## config.mk

```make
export PLATFORM = sky130hd
export DESIGN_NAME = dmem_arbiter_flat
export DESIGN_NICKNAME = d
export VERILOG_FILES = /design/src/rtl/dmem_arbiter_if.sv /design/src/rtl/dmem_arbiter.sv /design/src/flat_wrapper.sv
export SDC_FILE = /design/constraint.sdc
export NUM_CORES = 1
export LEC_CHECK = 0
export ABC_AREA = 1
export BUFFER_PORTS_ARGS = -buffer_cell sky130_fd_sc_hd__buf_2
export CORE_AREA = 2 2 130 132
export DETAILED_ROUTE_END_ITERATION = 10
export DIE_AREA = 0 0 132 134
export PLACE_DENSITY = 0.8
export SLEW_MARGIN = 20
export SYNTH_ARGS = -nofsm -noshare
export SYNTH_HDL_FRONTEND = slang
export SYNTH_SLANG_ARGS = --single-unit
export TNS_END_PERCENT = 20
```

## constraint.sdc

```tcl
create_clock -name clk -period 4.7 [get_ports clk]
set_input_delay 0.705 -clock clk [delete_from_list [all_inputs] [get_ports clk]]
set_output_delay 0.705 -clock clk [all_outputs]
set_load 0.02 [all_outputs]
```

## src/rtl/dmem_arbiter_if.sv

```systemverilog
// dmem_arbiter_if: request/response bundle for the two dmem_arbiter requesters.
interface dmem_arbiter_if;
   logic        req0_valid, req0_ready, req0_we;
   logic [31:0] req0_addr, req0_wdata;
   logic [2:0]  req0_size;
   logic        rsp0_valid, rsp0_err;
   logic [31:0] rsp0_rdata;
   logic        req1_valid, req1_ready, req1_we;
   logic [31:0] req1_addr, req1_wdata;
   logic [2:0]  req1_size;
   logic        rsp1_valid, rsp1_err;
   logic [31:0] rsp1_rdata;

   modport slave (
      input  req0_valid, req0_we, req0_addr, req0_wdata, req0_size,
             req1_valid, req1_we, req1_addr, req1_wdata, req1_size,
      output req0_ready, rsp0_valid, rsp0_err, rsp0_rdata,
             req1_ready, rsp1_valid, rsp1_err, rsp1_rdata
   );

   modport master (
      output req0_valid, req0_we, req0_addr, req0_wdata, req0_size,
             req1_valid, req1_we, req1_addr, req1_wdata, req1_size,
      input  req0_ready, rsp0_valid, rsp0_err, rsp0_rdata,
             req1_ready, rsp1_valid, rsp1_err, rsp1_rdata
   );
endinterface

```

## src/rtl/dmem_arbiter.sv

```systemverilog
// dmem_arbiter: round-robin arbiter for two requesters in front of a 1R1W word memory,
// with byte/half extraction on loads and read-modify-write for sub-word stores.
module dmem_arbiter #(
   parameter int   MEM_DEPTH = 4,
   parameter logic RR_INIT   = 1'b0
) (
   input  logic          clk,
   input  logic          rst,
   dmem_arbiter_if.slave bus,
   output logic [31:0]   mem_rd_addr,
   output logic [31:0]   mem_wr_addr,
   output logic [31:0]   mem_wr_din,
   output logic          mem_we,
   input  logic [31:0]   mem_rd_dout
);
   typedef enum logic [1:0] {IDLE, READ, RESP, WRITE} state_t;

   state_t      state_q;
   logic        rr_q, id_q, we_q, err_q;
   logic [31:0] addr_q, wdata_q;
   logic [2:0]  size_q;

   logic        both, gnt, acc, sel_we, sel_err, rsp_fire;
   logic [31:0] sel_addr, sel_wdata;
   logic [2:0]  sel_size;
   logic [31:0] word_addr, shifted, ld_data, lane_mask, merged, rdata;
   logic [4:0]  sh;

   always_comb begin
      both      = bus.req0_valid & bus.req1_valid;
      gnt       = both ? rr_q : bus.req1_valid;
      acc       = ~rst & (state_q == IDLE) & (bus.req0_valid | bus.req1_valid);
      sel_we    = gnt ? bus.req1_we    : bus.req0_we;
      sel_addr  = gnt ? bus.req1_addr  : bus.req0_addr;
      sel_wdata = gnt ? bus.req1_wdata : bus.req0_wdata;
      sel_size  = gnt ? bus.req1_size  : bus.req0_size;
      sel_err   = (sel_size[1:0] == 2'b11)
                | ((sel_size[1:0] == 2'b01) & sel_addr[0])
                | ((sel_size[1:0] == 2'b10) & (sel_addr[1:0] != 2'b00))
                | ({2'b00, sel_addr[31:2]} >= 32'(MEM_DEPTH));
   end

   assign bus.req0_ready = acc & ~gnt;
   assign bus.req1_ready = acc & gnt;

   // Errors skip memory entirely; word stores need no read phase.
   always_ff @(posedge clk) begin
      if (rst) begin
         state_q <= IDLE;
         rr_q    <= RR_INIT;
         id_q    <= 1'b0;
         we_q    <= 1'b0;
         err_q   <= 1'b0;
         addr_q  <= 32'h0;
         wdata_q <= 32'h0;
         size_q  <= 3'b000;
      end else begin
         case (state_q)
            IDLE: if (acc) begin
               id_q    <= gnt;
               we_q    <= sel_we;
               err_q   <= sel_err;
               addr_q  <= sel_addr;
               wdata_q <= sel_wdata;
               size_q  <= sel_size;
               if (both) rr_q <= ~gnt;
               state_q <= sel_err ? RESP : (sel_we & (sel_size[1:0] == 2'b10)) ? WRITE : READ;
            end
            READ:    state_q <= we_q ? WRITE : RESP;
            default: state_q <= IDLE;
         endcase
      end
   end

   always_comb begin
      word_addr   = {addr_q[31:2], 2'b00};
      sh          = {addr_q[1:0], 3'b000};
      shifted     = mem_rd_dout >> sh;
      ld_data     = (size_q[1:0] == 2'b00) ? {{24{~size_q[2] & shifted[7]}}, shifted[7:0]}
                  : (size_q[1:0] == 2'b01) ? {{16{~size_q[2] & shifted[15]}}, shifted[15:0]}
                  : shifted;
      lane_mask   = ((size_q[1:0] == 2'b00) ? 32'h0000_00FF : 32'h0000_FFFF) << sh;
      merged      = (mem_rd_dout & ~lane_mask) | ((wdata_q << sh) & lane_mask);
      mem_we      = ~rst & (state_q == WRITE);
      mem_rd_addr = (~rst & (state_q == READ)) ? word_addr : 32'h0;
      mem_wr_addr = mem_we ? word_addr : 32'h0;
      mem_wr_din  = mem_we ? ((size_q[1:0] == 2'b10) ? wdata_q : merged) : 32'h0;
      rsp_fire    = ~rst & ((state_q == RESP) | (state_q == WRITE));
      rdata       = (~rst & (state_q == RESP) & ~err_q) ? ld_data : 32'h0;
   end

   assign bus.rsp0_valid = rsp_fire & ~id_q;
   assign bus.rsp1_valid = rsp_fire & id_q;
   assign bus.rsp0_err   = bus.rsp0_valid & err_q;
   assign bus.rsp1_err   = bus.rsp1_valid & err_q;
   assign bus.rsp0_rdata = id_q ? 32'h0 : rdata;
   assign bus.rsp1_rdata = id_q ? rdata : 32'h0;
endmodule

```

## src/flat_wrapper.sv

```systemverilog
// flat-port wrapper written by rule: the top's interface ports become plain ports
module dmem_arbiter_flat 
#(
   parameter int   MEM_DEPTH = 4,
   parameter logic RR_INIT   = 1'b0
)
  (clk, rst, mem_rd_addr, mem_wr_addr, mem_wr_din, mem_we, mem_rd_dout, bus_req0_valid, bus_req0_we, bus_req0_addr, bus_req0_wdata, bus_req0_size, bus_req1_valid, bus_req1_we, bus_req1_addr, bus_req1_wdata, bus_req1_size, bus_req0_ready, bus_rsp0_valid, bus_rsp0_err, bus_rsp0_rdata, bus_req1_ready, bus_rsp1_valid, bus_rsp1_err, bus_rsp1_rdata);
  dmem_arbiter_if bus_i ();
  input  logic clk;
  input  logic rst;
  output logic [31:0] mem_rd_addr;
  output logic [31:0] mem_wr_addr;
  output logic [31:0] mem_wr_din;
  output logic mem_we;
  input  logic [31:0] mem_rd_dout;
  input wire logic [$bits(bus_i.req0_valid)-1:0] bus_req0_valid;
  input wire logic [$bits(bus_i.req0_we)-1:0] bus_req0_we;
  input wire logic [$bits(bus_i.req0_addr)-1:0] bus_req0_addr;
  input wire logic [$bits(bus_i.req0_wdata)-1:0] bus_req0_wdata;
  input wire logic [$bits(bus_i.req0_size)-1:0] bus_req0_size;
  input wire logic [$bits(bus_i.req1_valid)-1:0] bus_req1_valid;
  input wire logic [$bits(bus_i.req1_we)-1:0] bus_req1_we;
  input wire logic [$bits(bus_i.req1_addr)-1:0] bus_req1_addr;
  input wire logic [$bits(bus_i.req1_wdata)-1:0] bus_req1_wdata;
  input wire logic [$bits(bus_i.req1_size)-1:0] bus_req1_size;
  output wire logic [$bits(bus_i.req0_ready)-1:0] bus_req0_ready;
  output wire logic [$bits(bus_i.rsp0_valid)-1:0] bus_rsp0_valid;
  output wire logic [$bits(bus_i.rsp0_err)-1:0] bus_rsp0_err;
  output wire logic [$bits(bus_i.rsp0_rdata)-1:0] bus_rsp0_rdata;
  output wire logic [$bits(bus_i.req1_ready)-1:0] bus_req1_ready;
  output wire logic [$bits(bus_i.rsp1_valid)-1:0] bus_rsp1_valid;
  output wire logic [$bits(bus_i.rsp1_err)-1:0] bus_rsp1_err;
  output wire logic [$bits(bus_i.rsp1_rdata)-1:0] bus_rsp1_rdata;
  assign bus_i.req0_valid = bus_req0_valid;
  assign bus_i.req0_we = bus_req0_we;
  assign bus_i.req0_addr = bus_req0_addr;
  assign bus_i.req0_wdata = bus_req0_wdata;
  assign bus_i.req0_size = bus_req0_size;
  assign bus_i.req1_valid = bus_req1_valid;
  assign bus_i.req1_we = bus_req1_we;
  assign bus_i.req1_addr = bus_req1_addr;
  assign bus_i.req1_wdata = bus_req1_wdata;
  assign bus_i.req1_size = bus_req1_size;
  assign bus_req0_ready = bus_i.req0_ready;
  assign bus_rsp0_valid = bus_i.rsp0_valid;
  assign bus_rsp0_err = bus_i.rsp0_err;
  assign bus_rsp0_rdata = bus_i.rsp0_rdata;
  assign bus_req1_ready = bus_i.req1_ready;
  assign bus_rsp1_valid = bus_i.rsp1_valid;
  assign bus_rsp1_err = bus_i.rsp1_err;
  assign bus_rsp1_rdata = bus_i.rsp1_rdata;
  dmem_arbiter #(.MEM_DEPTH(MEM_DEPTH), .RR_INIT(RR_INIT)) u_core (.clk(clk), .rst(rst), .bus(bus_i), .mem_rd_addr(mem_rd_addr), .mem_wr_addr(mem_wr_addr), .mem_wr_din(mem_wr_din), .mem_we(mem_we), .mem_rd_dout(mem_rd_dout));
endmodule
```

Yosys cells after proc, flatten, opt, wreduce, memory -nomap -nowiden
Index checks and enable logic that the tools add are counted.
- RAM bits: 0
- memories kept: 0
- output and inout port bits: 167
- flip-flop bits (word level): 73
- input port bits: 172
- bits in latches: 0
- bits in read-only memories: 0
- bitwise logic cells: 33
- equality and inequality tests: 9
- mux-type cells: 20
- reduce and logical (&&, ||, !) cells: 5
- magnitude comparators: 1
- shift operators: 3
- divide/modulo/power cells: 0
- $add $sub $neg: 0
- $mul: 0
- operator list (operator ; number):
    two-way mux 32 bit ; 11
    AND 32 bit ; 2
    left shift 32 x 5 -> 32 bit ; 2
    NOT 32 bit ; 1
    bitwise OR 32 bit ; 1
    >> shifter 32 x 5 -> 32 bit ; 1
    >= comparator 30 x 3 -> 1 bit (second input constant) ; 1
    AND 1 bit ; 19
    two-way mux 16 bit ; 1
    == test 2 bit (second input constant) ; 5
    == test 2 x 1 -> 1 bit (second input constant) ; 3
    two-way mux 2 bit ; 3
    NOT 1 bit ; 5
    bitwise OR 1 bit ; 5
    logical NOT 2 bit ; 2
    one-hot mux 2 bit (2 select lines) ; 1
    two-way mux 1 bit ; 3
    two-way mux 3 bit ; 1
    AND reduction 3 bit ; 1
    != test 2 x 1 -> 1 bit (second input constant) ; 1
    AND reduction 2 bit ; 1
    nonzero test 2 bit ; 1

Logic depth before layout (Yosys ltp)
Gate-level depths: netlist (run 1).
- word-level depth: 11
- mapped depth: 13

Worst setup path before layout (run 1)
Ideal clock, no wire load.
- kind: input port to output port
- from: in rst
- to: out bus_rsp0_rdata[24]
- stages on the path: 9
- data arrival time: 2.034 ns
- path buffers: 2
- setup slack: 1.961 ns
- data required time: 3.995 ns
- cell sequence: buf_6 -> nor2_4 -> inv_2 -> nor3_4 -> nand2_2 -> a31oi_4 -> buf_12 -> nand2_4 -> nor2_2
- cells in the longest elaborated chain, start to end: 5
- RTL lines (element ; RTL line ; RTL):
    from (decl) ; flat_wrapper.sv:10 ; input logic rst;
    NOT 1 bit ; dmem_arbiter.sv:89 ; rdata = (~rst & (state_q == RESP) & ~err_q) ? ld_data : 32'h0;
    AND 1 bit (2 in series) ; dmem_arbiter.sv:89 ;
    two-way mux 32 bit ; dmem_arbiter.sv:89 ;
    two-way mux 32 bit ; dmem_arbiter.sv:96 ; assign bus.rsp0_rdata = id_q ? 32'h0 : rdata;
    to (decl) ; flat_wrapper.sv:29 ; output wire logic [$bits(bus_i.rsp0_rdata)-1:0] bus_rsp0_rdata;
No other way between the ends.

Final worst setup path (run 1)
- from: in rst
- to: out bus_rsp1_rdata[31]
- cells in the longest elaborated chain, start to end: 5
- RTL lines (element ; RTL line ; RTL):
    NOT 1 bit ; dmem_arbiter.sv:89 ;
    AND 1 bit (2 in series) ; dmem_arbiter.sv:89 ;
    two-way mux 32 bit ; dmem_arbiter.sv:89 ;
    two-way mux 32 bit ; dmem_arbiter.sv:97 ; assign bus.rsp1_rdata = id_q ? rdata : 32'h0;
    to (decl) ; flat_wrapper.sv:33 ; output wire logic [$bits(bus_i.rsp1_rdata)-1:0] bus_rsp1_rdata;
No other way between the ends.

==> summary.txt, run 1 <==
Status -> finished, final reports clean
Syn_area_per_cell -> 5.78 µm²
Area delta synth->final -> 33.5%
Final WS setup -> 1020 ps
Slew Limit Fails -> 0
DRC violations left -> 0
Post-Synthesis Cell Area -> 5870 µm²
Dpl ws -> 1020 ps
Clk slew on worst S/H paths -> 60 ps
Top cells by area, synth -> dfxtp_1 (25%), nand2_1 (20%), nor2_1 (8.8%)
Ratio of cells with drive above 1 in the final layout -> 31.4%
H-tree depth -> 3
Global-route wire length before repair -> 35,100 µm
Setup CP Type -> input port to output pin
Die Wd -> 132 µm
Final Hold Violating Endpoints -> 0
DPL Wire Length -> 18,400 µm
GPL Wtd Cong -> 1.02
Overall Global Routing Usage -> 24.7%
Die Ht -> 134 µm
Initial DRC count -> 774
Leak -> 0.00426 µW
Port buffer count -> 334
Rows -> 47
CTS root buf -> clkbuf_16
Starting Density -> 36.1%
Worst slew margin -> 29.9%
Vias per cell -> 5.02
Post-CTS Resized -> 0
CP Launch Type -> input port
Worst hold path class -> flip-flop to flip-flop
Clk_lat worst skew -> 330 ps
DR pass1 iterations -> 5
Largest net degree at the start of global routing -> 55
Critical Path RT -> 3990 ps
Initial antenna violation count -> 0
Vias in the first global route -> 6,657
Total power -> 1930 µW
Mapped Cells -> 1,016
TNS Setup -> 0 ps
Fin crit share -> 78.4%
Share of the synthesized area in the top cell type -> 24.9%
Peak Freq -> 0.271 GHz
Nets -> 1,472
FILL cells -> 1,754
Final Setup Violations -> 0
Vias -> 7,659
Io pins -> 339
Worst Skew -> 9.74 ps
Library cells used by synthesis -> 35
Longest Clk Path Bufs -> 2
Most common cell after layout, fill and taps aside -> buf_2
Antenna Nets Post-Route -> 0
YS warnings -> 0
Die area -> 17,700 µm²
Register area share after synthesis -> 24.9%
Gr ovfl total -> 0
Max Cap Viol -> 0
Area leader, netlist -> dfxtp_1
Postcts setup bufs -> 0
Finished Core Util -> 48.1%
Register-to-Register Path Depth -> 12
WHS Path Cells -> 2
Peak VDD IR -> 200 µV
DRT Wirelength -> 23,300 µm
Tmin final -> 3680 ps
Yosys reg bits -> 73
CP max FO -> 36
RSZ-0062 raised after global routing -> no
Most frequent cells in the layout -> buf_2 (334), nand2_1 (318), nor2_1 (136), inv_1 (135), dfxtp_1 (73)
Final hold slack -> 479 ps
CTS tree -> done
Core area -> 16,300 µm²
Critical Path AT -> 2980 ps
Worst slew pin tran -> 1050 ps
ANT cells -> 0
Wire per inst -> 15.3 µm
CTS Sinks -> 73
Post-CTS Hold Fix Bufs -> 0
Setup crit end kind -> output pin
TritonCTS buffer count -> 9
Pwr per Cell Area -> 246 nW/µm²
## final timing paths
kind,slack [ps],end,startpoint
worst max-delay path,1020,bus_rsp1_rdata[31],rst
worst min-delay path,480,u_core.state_q[0]$_SDFFE_PP0P_,u_core.we_q$_SDFFE_PP0P_
worst max register to register,2060,u_core.state_q[1]$_SDFFE_PP0P_,u_core.rr_q$_SDFFE_PP0P_
worst min register to register,480,u_core.state_q[0]$_SDFFE_PP0P_,u_core.we_q$_SDFFE_PP0P_
## worst max-delay path: stages
cell     delay, ps
buf_2          320
nor2_4         180
inv_2           80
nor3_4         330
nand2_2        130
a31oi_4        700
nand2_1        180
nor2_1         160
buf_2          180
## kinds of logic (layout without fill, tap and decap cells)
family | count (synthesis) | count (layout) | synth area share [%]
and+or+nand+nor | 514 | 514 | 36.6
buffers and inverters | 216 | 502 | 15.3
AOI/OAI and AO/OA | 212 | 212 | 23.2
DFF | 73 | 73 | 24.9
other | 1 | 4 | 0.0639
## registers in the layout, summed over array words and instances, names as in the netlist
register        count
u_core.rr_q         1
u_core.size_q       3
u_core.wdata_q     32
u_core.state_q      2
u_core.we_q         1
u_core.addr_q      32
u_core.err_q        1
u_core.id_q         1
## per-layer routing
layer  part of all wire, %  up-vias  GRT usage, %
met2                    46      406          40.0
met4                   2.0        0          6.94
met3                   8.7       31          5.25
li1                      -     3813             -
met5                     0        -             0
met1                    44     3409          33.4
## where the power goes
part / switching (µW) / total [µW] / internal (µW)
sequential: 34.7 / 703 / 669
combinational: 384 / 573 / 189
clock: 290 / 651 / 361
## cell usage after synthesis (all sizes together)
cell type and instances:
a21boi 1, a21oi 15, a31oi 35, buf 37
clkbuf 39, clkinv 1, conb 1, dfxtp 73
inv 139, nand2 332, nand3 4, nand3b 13
nand4 1, nor2 160, nor3 3, o211ai 63
o21ai 59, o221ai 7, o22ai 29, o31ai 1
o32ai 2, or2 1
## through the flow
stage          std cells  cell area, µm²
2_1_floorplan       1019            5880
3_5_place_dp        1509            7560
5_1_grt             1525            7840
4_1_cts             1525            7840
3_3_place_gp        1509            7560
6_report            1525            7840
## area by class of cell
type                            count  area (µm²)  share of cell area (%)
Multi-Input combinational cell    730        3540                    45.1
Timing Repair Buffer              346        1760                    22.5
Sequential cell                    73        1460                    18.6
Inverter                          140         526                    6.70
Tap cell                          220         275                    3.51
Clock buffer                        9         225                    2.87
Clock inverter                      7        53.8                   0.686
(Power assumes the default switching activity.)
==> run 2, diff against run 1 <==
--- a/config.mk
+++ b/config.mk
@@ -10,7 +10,7 @@
 export CORE_AREA = 2 2 130 132
 export DETAILED_ROUTE_END_ITERATION = 10
 export DIE_AREA = 0 0 132 134
-export PLACE_DENSITY = 0.8
+export PLACE_DENSITY = 0.83
 export SLEW_MARGIN = 20
 export SYNTH_ARGS = -nofsm -noshare
 export SYNTH_HDL_FRONTEND = slang
==> constraint.sdc (replaced) <==
create_clock -name clk -period 3.1 [get_ports clk]
set_input_delay 0.465 -clock clk [delete_from_list [all_inputs] [get_ports clk]]
set_output_delay 0.465 -clock clk [all_outputs]
set_load 0.02 [all_outputs]
==> run 2 against run 1 <==
Sequential share of layout area down 0.24 points. Worst setup slack worse by 810 ps. Worst hold slack worse by 96 ps. Utilization up 0.63 points. Power up 53%. Register-to-register slack worse by 1200 ps. Final area up 1.3%. Clock skew down 3.1 ps. Critical endpoint is now bus_rsp0_rdata[18]. Largest power group unchanged.
==> summary.txt, run 2 (synthesis results as in run 1) <==
Worst r2r src -> u_core.rr_q$_SDFFE_PP0P_
DRT Wirelength -> 23,800 µm (+1.8%)
M1 WL -> 10,100 µm (-0.54%)
Initial antenna violation count -> 0 (unchanged)
CTS Sinks -> 73 (unchanged)
TritonCTS buffer count -> 9 (unchanged)
Tmin final -> 2890 ps
Die Wd -> 132 µm (unchanged)
Vias in the first global route -> 6,689 (+0.48%)
Setup CP Type -> flip-flop to output pin
Critical Path Sink -> bus_rsp0_rdata[18]
Post-CTS Resized -> 0 (unchanged)
Final Setup Violations -> 0 (unchanged)
Worst R2R End -> u_core.state_q[1]$_SDFFE_PP0P_
Fin crit share -> 93.4%
FILL cells -> 1,714 (-2.3%)
Ratio of cells with drive above 1 in the final layout -> 32.1% (+0.70 points)
Pwr per Cell Area -> 371 nW/µm² (+51%)
R2R Setup Slk -> 860 ps (-1200 ps)
ANT cells -> 0 (unchanged)
Total power -> 2950 µW (+53%)
Postcts setup bufs -> 0 (unchanged)
CP Launch Type -> flip-flop
Worst Skew -> 6.65 ps (-3.09 ps)
H-tree depth -> 3 (unchanged)
Global-route wire length before repair -> 35,400 µm (+0.85%)
Worst hold path class -> input port to flip-flop
DR pass1 iterations -> 6 (+1)
Biggest regs -> u_core.addr_q x32, u_core.wdata_q x32, u_core.size_q x3
RSZ-0062 raised after global routing -> no
FF+latch area -> 1460 µm² (unchanged)
CTS tree -> done
Core area -> 16,300 µm² (unchanged)
Setup crit end kind -> output pin
Starting Density -> 36.1% (unchanged)
Worst slew pin tran -> 966 ps (-82.4 ps)
Register-to-Register Path Depth -> 12 (unchanged)
Largest net degree at the start of global routing -> 49 (-11%)
Peak VDD IR -> 285 µV (+42%)
Post-CTS Hold Fix Bufs -> 0 (unchanged)
Worst slew margin -> 35.5% (+5.6 points)
Final Hold Violating Endpoints -> 0 (unchanged)
Slew Limit Fails -> 0 (unchanged)
Max Cap Viol -> 0 (unchanged)
Die area -> 17,700 µm² (unchanged)
Wire per inst -> 15.4 µm (+0.80%)
Critical Path AT -> 2430 ps (-550 ps)
TNS Setup -> 0 ps (unchanged)
Leak -> 0.00435 µW (+2.0%)
Routed wl met3 -> 2250 µm (+11%)
Nets -> 1,487 (+1.0%)
Overall Global Routing Usage -> 25.3% (+0.56 points)
Area of the multi-input gates -> 3530 µm² (-0.11%)
Setup crit start -> u_core.addr_q[1]$_SDFFE_PP0P_
Status -> finished, final reports clean
Initial DRC count -> 977 (+26%)
Most frequent cells in the layout -> buf_2 (334), nand2_1 (318), nor2_1 (136), inv_1 (135), dfxtp_1 (73)
Die Ht -> 134 µm (unchanged)
Critical Path RT -> 2630 ps (-1360 ps)
DRC violations left -> 0 (unchanged)
Longest Clk Path Bufs -> 2 (unchanged)
DPL Wire Length -> 18,900 µm (+2.8%)
Port buffer count -> 334 (unchanged)
Rows -> 47 (unchanged)
Clk_lat worst skew -> 340 ps (about the same)
Vias per cell -> 5.08 (+1.1%)
Peak Freq -> 0.345 GHz
Met2 Wirelength -> 10,700 µm (-0.25%)
CP max FO -> 16 (-56%)
Most common cell after layout, fill and taps aside -> buf_2
Highest routed layer -> met4
CTS root buf -> clkbuf_16
Hold Path Origin -> bus_req1_wdata[15]
Clk slew on worst S/H paths -> 60 ps (about the same)
Area delta synth->final -> 35.2%
Antenna Nets Post-Route -> 0 (unchanged)
GPL Wtd Cong -> 0.959 (-5.9%)
Gr ovfl total -> 0 (unchanged)
Vias -> 7,822 (+2.1%)
Io pins -> 339 (unchanged)
[run 2: cell types whose count changed in the layout (fill, tap and decap cells not counted), sizes merged]
cell,delta
clkinv,+4
clkinvlp,-3
buf,+15
clkbuf,+1
inv,-2
[run 2: worst min path at each step]
stage,end,depth (start not counted)
4_1_cts,u_core.wdata_q[13]$_SDFFE_PP0P_,3
2_1_floorplan,u_core.state_q[0]$_SDFFE_PP0P_,2
3_3_place_gp,u_core.state_q[0]$_SDFFE_PP0P_,2
6_report,u_core.wdata_q[15]$_SDFFE_PP0P_,3
5_1_grt,u_core.wdata_q[13]$_SDFFE_PP0P_,3
3_5_place_dp,u_core.state_q[0]$_SDFFE_PP0P_,2
[run 2: critical path, cell delays in order (launching register included)]
cell and delay, ps:
dfxtp_1 560, inv_1 150, o211ai_1 120, o21ai_1 120, o21ai_1 160, nand2_2 90, a31oi_4 140, buf_4 330
nand2_1 120, nor2_1 110, buf_2 170
[run 2: routing by layer]
metal  vias to the layer above  global-route usage, %
met2                       425                   38.8
met1                      3506                   34.2
li1                       3835                      -
met5                         -                      0
met3                        56                   5.48
met4                         0                   11.0
[run 2: metrics by stage]
step	hold slack [ps]	utilization, %	instances	cell area [µm²]	setup WS, ps
floorplan	435	-	1019	5880	841
CTS	373	48.8	1540	7940	211
global route	381	48.8	1540	7940	21.5
global placement	462	47.1	1524	7670	621
detailed placement	464	47.1	1524	7670	583
finish	383	48.8	1540	7940	205
[run 2: area by class of cell]
type / instances / area share (%)
clock buffer: 10 / 3.01
clock inverter: 6 / 0.425
inverter: 140 / 6.62
multi-input combinational: 730 / 44.5
sequential: 73 / 18.4
tap: 220 / 3.47
timing repair buffer: 361 / 23.6
[run 2: where the power goes]
part	leakage, µW	switching (µW)	total [µW]	internal, µW
Combinational	0.00361	594	901	307
Clock	0.000142	422	980	558
Sequential	0.000601	51.9	1070	1010
